### config.mk
export PLATFORM = sky130hd
export DESIGN_NAME = mem_stage_flat
export DESIGN_NICKNAME = d
export VERILOG_FILES = /design/src/rtl/mem_stage_if.sv /design/src/rtl/mem_stage.sv /design/src/flat_wrapper.sv
export SDC_FILE = /design/constraint.sdc
export NUM_CORES = 1
export LEC_CHECK = 0
export CAP_MARGIN = 20
export CORE_AREA = 2 2 129 131
export CTS_CLUSTER_DIAMETER = 50
export CTS_CLUSTER_SIZE = 28
export DETAILED_ROUTE_END_ITERATION = 8
export DIE_AREA = 0 0 131 133
export PLACE_DENSITY = 0.69
export SLEW_MARGIN = 30
export SYNTH_ARGS = -nofsm -noshare
export SYNTH_HDL_FRONTEND = slang
export SYNTH_SLANG_ARGS = --single-unit
### constraint.sdc
create_clock -name CLK -period 3.05 [get_ports CLK]
set_input_delay 0.305 -clock CLK [delete_from_list [all_inputs] [get_ports CLK]]
set_output_delay 0.305 -clock CLK [all_outputs]
set_load 0.01 [all_outputs]
### src/rtl/mem_stage_if.sv
// Data-memory request/ack bus between the MEM stage and data memory.
// Request fields stay valid while dmem_req is high; rdata is valid with ack.
interface mem_stage_if;
  logic        dmem_req;
  logic        dmem_we;
  logic [31:0] dmem_addr;
  logic [31:0] dmem_wdata;
  logic [31:0] dmem_rdata;
  logic        dmem_ack;

  modport master (
    output dmem_req,
    output dmem_we,
    output dmem_addr,
    output dmem_wdata,
    input  dmem_rdata,
    input  dmem_ack
  );

  modport slave (
    input  dmem_req,
    input  dmem_we,
    input  dmem_addr,
    input  dmem_wdata,
    output dmem_rdata,
    output dmem_ack
  );
endinterface

### src/rtl/mem_stage.sv
// MIPS MEM stage: branch resolve, variable-latency data access with
// upstream stall and timeout, and the MEM/WB pipeline register.
module mem_stage #(
  parameter int TIMEOUT    = 16,
  parameter int STALLCNT_W = 16
) (
  input  logic                  CLK,
  input  logic                  RST,
  input  logic                  valid_in,
  input  logic                  branch_in,
  input  logic                  jump_in,
  input  logic                  MemRead_in,
  input  logic                  MemWrite_in,
  input  logic                  RegWrite_in,
  input  logic                  MemtoReg_in,
  input  logic [31:0]           add_in,
  input  logic [31:0]           alu_in,
  input  logic                  aluzero_in,
  input  logic [31:0]           readdata2_in,
  input  logic [4:0]            regdst_in,
  output logic                  pcsrc,
  output logic [31:0]           branch_target,
  output logic                  stall,
  mem_stage_if.master           bus,
  output logic                  valid_out,
  output logic                  RegWrite_out,
  output logic                  MemtoReg_out,
  output logic [31:0]           memdata_out,
  output logic [31:0]           alu_out,
  output logic [4:0]            regdst_out,
  output logic                  misalign_err,
  output logic                  timeout_err,
  output logic [STALLCNT_W-1:0] stall_count
);

  localparam int CW = (TIMEOUT > 2) ? $clog2(TIMEOUT) : 1;
  localparam logic [CW-1:0] WLAST = CW'(TIMEOUT - 1);
  localparam logic [31:0] BADDATA = 32'hDEAD_BEEF;

  typedef enum logic {IDLE, WAIT} state_t;

  state_t        state;
  logic [CW-1:0] wcnt;

  logic acc;
  logic misalign;
  logic mem_op;
  logic is_load;
  logic req;
  logic stall_c;
  logic expire;
  logic got_data;

  assign pcsrc = valid_in & ((branch_in & aluzero_in) | jump_in);
  assign branch_target = add_in;

  always_comb begin
    acc      = valid_in & (MemRead_in | MemWrite_in);
    misalign = acc & (alu_in[1:0] != 2'b00);
    mem_op   = acc & ~misalign;
    is_load  = MemRead_in & ~MemWrite_in;
    req      = 1'b0;
    stall_c  = 1'b0;
    expire   = 1'b0;
    unique case (state)
      IDLE: begin
        req     = mem_op;
        stall_c = mem_op & ~bus.dmem_ack;
      end
      WAIT: begin
        req     = 1'b1;
        expire  = ~bus.dmem_ack & (wcnt == WLAST);
        stall_c = ~bus.dmem_ack & ~expire;
      end
    endcase
    // reset drops the request and releases upstream at once
    if (RST) begin
      req     = 1'b0;
      stall_c = 1'b0;
      expire  = 1'b0;
    end
    got_data = req & bus.dmem_ack & is_load;
  end

  assign stall          = stall_c;
  assign bus.dmem_req   = req;
  assign bus.dmem_we    = MemWrite_in;
  assign bus.dmem_addr  = alu_in;
  assign bus.dmem_wdata = readdata2_in;

  always_ff @(posedge CLK or posedge RST) begin
    if (RST) begin
      state <= IDLE;
      wcnt  <= '0;
    end else begin
      unique case (state)
        IDLE: begin
          if (mem_op & ~bus.dmem_ack) begin
            state <= WAIT;
            wcnt  <= '0;
          end
        end
        WAIT: begin
          if (bus.dmem_ack | expire) state <= IDLE;
          else wcnt <= wcnt + 1'b1;
        end
      endcase
    end
  end

  always_ff @(posedge CLK or posedge RST) begin
    if (RST) begin
      valid_out    <= 1'b0;
      RegWrite_out <= 1'b0;
      MemtoReg_out <= 1'b0;
      memdata_out  <= '0;
      alu_out      <= '0;
      regdst_out   <= '0;
      misalign_err <= 1'b0;
      timeout_err  <= 1'b0;
      stall_count  <= '0;
    end else begin
      if (stall_c) begin
        valid_out    <= 1'b0;
        RegWrite_out <= 1'b0;
      end else begin
        valid_out    <= valid_in;
        RegWrite_out <= RegWrite_in & ~misalign & ~expire;
        MemtoReg_out <= MemtoReg_in;
        alu_out      <= alu_in;
        regdst_out   <= regdst_in;
        memdata_out  <= expire   ? BADDATA :
                        got_data ? bus.dmem_rdata : '0;
      end
      if (misalign) misalign_err <= 1'b1;
      if (expire) timeout_err <= 1'b1;
      if (stall_c && stall_count != '1)
        stall_count <= stall_count + 1'b1;
    end
  end

endmodule

### src/flat_wrapper.sv
// flat-port wrapper written by rule: the top's interface ports become plain ports
module mem_stage_flat 
#(
  parameter int TIMEOUT    = 16,
  parameter int STALLCNT_W = 16
)
  (CLK, RST, valid_in, branch_in, jump_in, MemRead_in, MemWrite_in, RegWrite_in, MemtoReg_in, add_in, alu_in, aluzero_in, readdata2_in, regdst_in, pcsrc, branch_target, stall, valid_out, RegWrite_out, MemtoReg_out, memdata_out, alu_out, regdst_out, misalign_err, timeout_err, stall_count, bus_dmem_req, bus_dmem_we, bus_dmem_addr, bus_dmem_wdata, bus_dmem_rdata, bus_dmem_ack);
  mem_stage_if bus_i ();
  input  logic CLK;
  input  logic RST;
  input  logic valid_in;
  input  logic branch_in;
  input  logic jump_in;
  input  logic MemRead_in;
  input  logic MemWrite_in;
  input  logic RegWrite_in;
  input  logic MemtoReg_in;
  input  logic [31:0] add_in;
  input  logic [31:0] alu_in;
  input  logic aluzero_in;
  input  logic [31:0] readdata2_in;
  input  logic [4:0] regdst_in;
  output logic pcsrc;
  output logic [31:0] branch_target;
  output logic stall;
  output logic valid_out;
  output logic RegWrite_out;
  output logic MemtoReg_out;
  output logic [31:0] memdata_out;
  output logic [31:0] alu_out;
  output logic [4:0] regdst_out;
  output logic misalign_err;
  output logic timeout_err;
  output logic [STALLCNT_W-1:0] stall_count;
  output wire logic [$bits(bus_i.dmem_req)-1:0] bus_dmem_req;
  output wire logic [$bits(bus_i.dmem_we)-1:0] bus_dmem_we;
  output wire logic [$bits(bus_i.dmem_addr)-1:0] bus_dmem_addr;
  output wire logic [$bits(bus_i.dmem_wdata)-1:0] bus_dmem_wdata;
  input wire logic [$bits(bus_i.dmem_rdata)-1:0] bus_dmem_rdata;
  input wire logic [$bits(bus_i.dmem_ack)-1:0] bus_dmem_ack;
  assign bus_dmem_req = bus_i.dmem_req;
  assign bus_dmem_we = bus_i.dmem_we;
  assign bus_dmem_addr = bus_i.dmem_addr;
  assign bus_dmem_wdata = bus_i.dmem_wdata;
  assign bus_i.dmem_rdata = bus_dmem_rdata;
  assign bus_i.dmem_ack = bus_dmem_ack;
  mem_stage #(.TIMEOUT(TIMEOUT), .STALLCNT_W(STALLCNT_W)) u_core (.CLK(CLK), .RST(RST), .valid_in(valid_in), .branch_in(branch_in), .jump_in(jump_in), .MemRead_in(MemRead_in), .MemWrite_in(MemWrite_in), .RegWrite_in(RegWrite_in), .MemtoReg_in(MemtoReg_in), .add_in(add_in), .alu_in(alu_in), .aluzero_in(aluzero_in), .readdata2_in(readdata2_in), .regdst_in(regdst_in), .pcsrc(pcsrc), .branch_target(branch_target), .stall(stall), .bus(bus_i), .valid_out(valid_out), .RegWrite_out(RegWrite_out), .MemtoReg_out(MemtoReg_out), .memdata_out(memdata_out), .alu_out(alu_out), .regdst_out(regdst_out), .misalign_err(misalign_err), .timeout_err(timeout_err), .stall_count(stall_count));
endmodule
==> impl_results.md <==
- Max FO, Critical Path: 4
- Largest area contributor in the netlist: dfrtp_1
- Slew headroom: 0.549
- Lkg Pwr: 2.93 nW
- Global route overflow: 0
- Register Area: 2380 um2
- CTS tree: built
- Setup TNS: 0 ps
- Post CTS Setup Buffer Count: 0
- Unrepaired setup endpoints after global routing: no
- Outcome: finished, final reports clean
- Post-synth net total: 641
- Root Buffer: clkbuf_16
- Flop2flop setup slack: 730 ps
- Crit path launch type: register
- Final core occ: 0.400
- WP data required: 2740 ps
- Max Cap Viol: 0
- Wire per inst: 15.1 um
- Port bufs: 205
- Minimum clock period: 2640 ps
- Clk sink count: 95
- Critical path class: register to output port
- Routed vias: 3,564
- Row count: 47
- Share of cells above drive strength 1: 0.0495
- Die Ht: 133 um
- Longest Clk Path Bufs: 2
- Drt initial violations: 162
- Share of the synthesized area in the top cell type: 0.518
- Synth Instances: 495
- Initial Util: 0.284
- Post-synthesis register bit count: 95
- R2R depth: 8
- DRC: 0
- Power per cell area: 465 nW/um2
- Largest net degree at the start of global routing: 70
- Gr usage total: 0.144
- Pins over their slew limit: 0
- Nets@finish: 747
- Vias in the first global route: 3,371
- Number of library cell types mapped by synthesis: 36
- Number of routed nets with antenna violations: 0
- Die ar.: 17,400 um2
- DIE WIDTH: 131 um
- Worst reg2reg path endpoint: u_core.stall_count[12]
- Final setup violation count: 0
- Slew @ Worst Pin: 677 ps
- Final GP Congestion: 0.783
- DP HPWL: 9.02 mm
- Initial antenna violation count: 1
- Ys Warns: 0
- Reg2reg start: u_core.wcnt[0]
- Final Hold Viols: 0
- Area of the multi-input gates: 1380 um2
- WP data arrival: 2330 ps
- Crit. End Element: output port
- Synthesized area: 4590 um2
- Tot Pwr: 3.01 mW
- Mean post-synth cell area: 9.26 um2
- Hold_buf cts: 0
- Clock transition at the registers of the reported paths: 60 ps
- Total CTS buffers: 9
- Period utilisation layout: 0.865
- Peak Freq: 379 MHz
- Fillers: 1,595
- Cts repair resizes: 0
- VDD IR max: 0.281 mV
- Final WL: 12.5 mm
- 1st-pass router iterations: 4
- Synth top area cells: dfrtp_1 52%, buf_4 16%, nand2_1 12%, a21oi_1 2.8%, nor2_1 2.6%
- Synth-to-Final Area Change: 41.0%
- CTS H-tree lvls: 3
- I/O Pins: 334
- Sequential fraction of the synthesis area: 0.518
- Clock Latency Late Sink: 350 ps
- Hold Path Class: input pin to asynchronous set/reset pin
- First-pass GRT wire length: 19.0 mm
- Core footprint: 16,200 um2
- Vias per std cell: 4.31
- Clock skew: 8.05 ps
## how the worst max path moves through the flow
stage                                         to  slack (ps)           start
final                                      stall         410  u_core.wcnt[0]
after global routing                       stall         290  u_core.wcnt[0]
after CTS                                  stall         370  u_core.wcnt[0]
after detailed placement  u_core.stall_count[12]         370             RST
after global placement    u_core.stall_count[12]         400             RST
after floorplan              u_core.MemtoReg_out         270             RST
## placed cells by master, fill, tap and decap left out, types with 2 or more instances in the layout
cell type,n
o21ai_0,6
nor2_1,32
dfrtp_1,95
nand2_1,146
xor2_1,5
and3_1,3
clkinv_2,3
ha_1,2
a21oi_1,26
xnor2_1,10
and4_1,2
a22o_1,8
nand3_1,7
nand4_1,6
buf_4,3
nor2b_1,3
nor3_1,2
or3_1,2
clkdlybuf4s50_1,205
clkbuf_16,9
buf_12,2
nand2b_1,4
inv_1,4
## cell usage after synthesis
cell type  instances
nand2_1          146
buf_4             99
dfrtp_1           95
nor2_1            32
a21oi_1           26
xnor2_1           10
a22o_1             8
clkbuf_1           8
buf_2              7
nand3_1            7
nand4_1            6
o21ai_0            6
inv_1              5
nand2b_1           5
xor2_1             5
and3_1             3
nor2b_1            3
and4_1             2
ha_1               2
nor3_1             2
o21ai_1            2
or3_1              2
a2111o_1           1
a211oi_4           1
a21o_1             1
and2_1             1
buf_6              1
inv_2              1
mux2_2             1
nor3_2             1
nor4_2             1
o211a_1            1
o21a_2             1
o21bai_1           1
o31a_1             1
or2_2              1
## per-stage QoR
stage,instances,worst slack (ps),instance area [um2],hold slack [ps]
floorplan,495,268,4590,417
global placement,810,398,6170,448
detailed placement,810,373,6170,447
CTS,826,375,6460,390
global route,826,285,6460,440
finish,827,412,6460,397
## state kept, by name (all words and copies together), names as in the netlist
signal	count
u_core.state	1
u_core.wcnt	4
u_core.regdst_out	5
u_core.alu_out	32
u_core.memdata_out	32
u_core.stall_count	16
u_core.MemtoReg_out	1
u_core.valid_out	1
u_core.timeout_err	1
u_core.misalign_err	1
u_core.RegWrite_out	1
## cell families after synthesis
kind of cell / count (synthesis) / share of synthesized area
compound gates: 49 / 0.0685
xor+xnor: 15 / 0.0286
flops: 95 / 0.518
mux: 1 / 0.00246
simple gates: 212 / 0.193
fa+ha+maj: 2 / 0.00546
buf+inv: 121 / 0.184
## worst max-delay path, stage by stage (launching register included)
cell,delay (ps)
dfrtp_1,400
ha_1,240
and4_1,220
or2_2,320
nand2b_2,200
inv_2,60
clkdlybuf4s50_1,550
## power by group
| part | leakage (nW) | total [mW] | switching [mW] | internal [mW] |
|---|---|---|---|---|
| logic | 1.57 | 0.495 | 0.201 | 0.294 |
| registers | 1.22 | 1.39 | 0.0593 | 1.33 |
| clock network | 0.142 | 1.12 | 0.485 | 0.633 |
## final cells by class
cell class / instances / area share
sequential: 95 / 0.368
timing repair buffer: 210 / 0.327
multi-input combinational: 279 / 0.213
tap: 220 / 0.0426
clock buffer: 10 / 0.0354
clock inverter: 6 / 0.00949
inverter: 6 / 0.00387
antenna: 1 / 0.000387
## layer usage
| layer | wire [um] | GRT usage | vias to the layer above |
|---|---|---|---|
| li1 | - | - | 1693 |
| met1 | 4840 | 0.167 | 1654 |
| met2 | 5880 | 0.227 | 194 |
| met3 | 1520 | 0.0679 | 23 |
| met4 | 252 | 0.0585 | 0 |
| met5 | 0 | 0 | - |
Power figures use the tool's default switching activity.
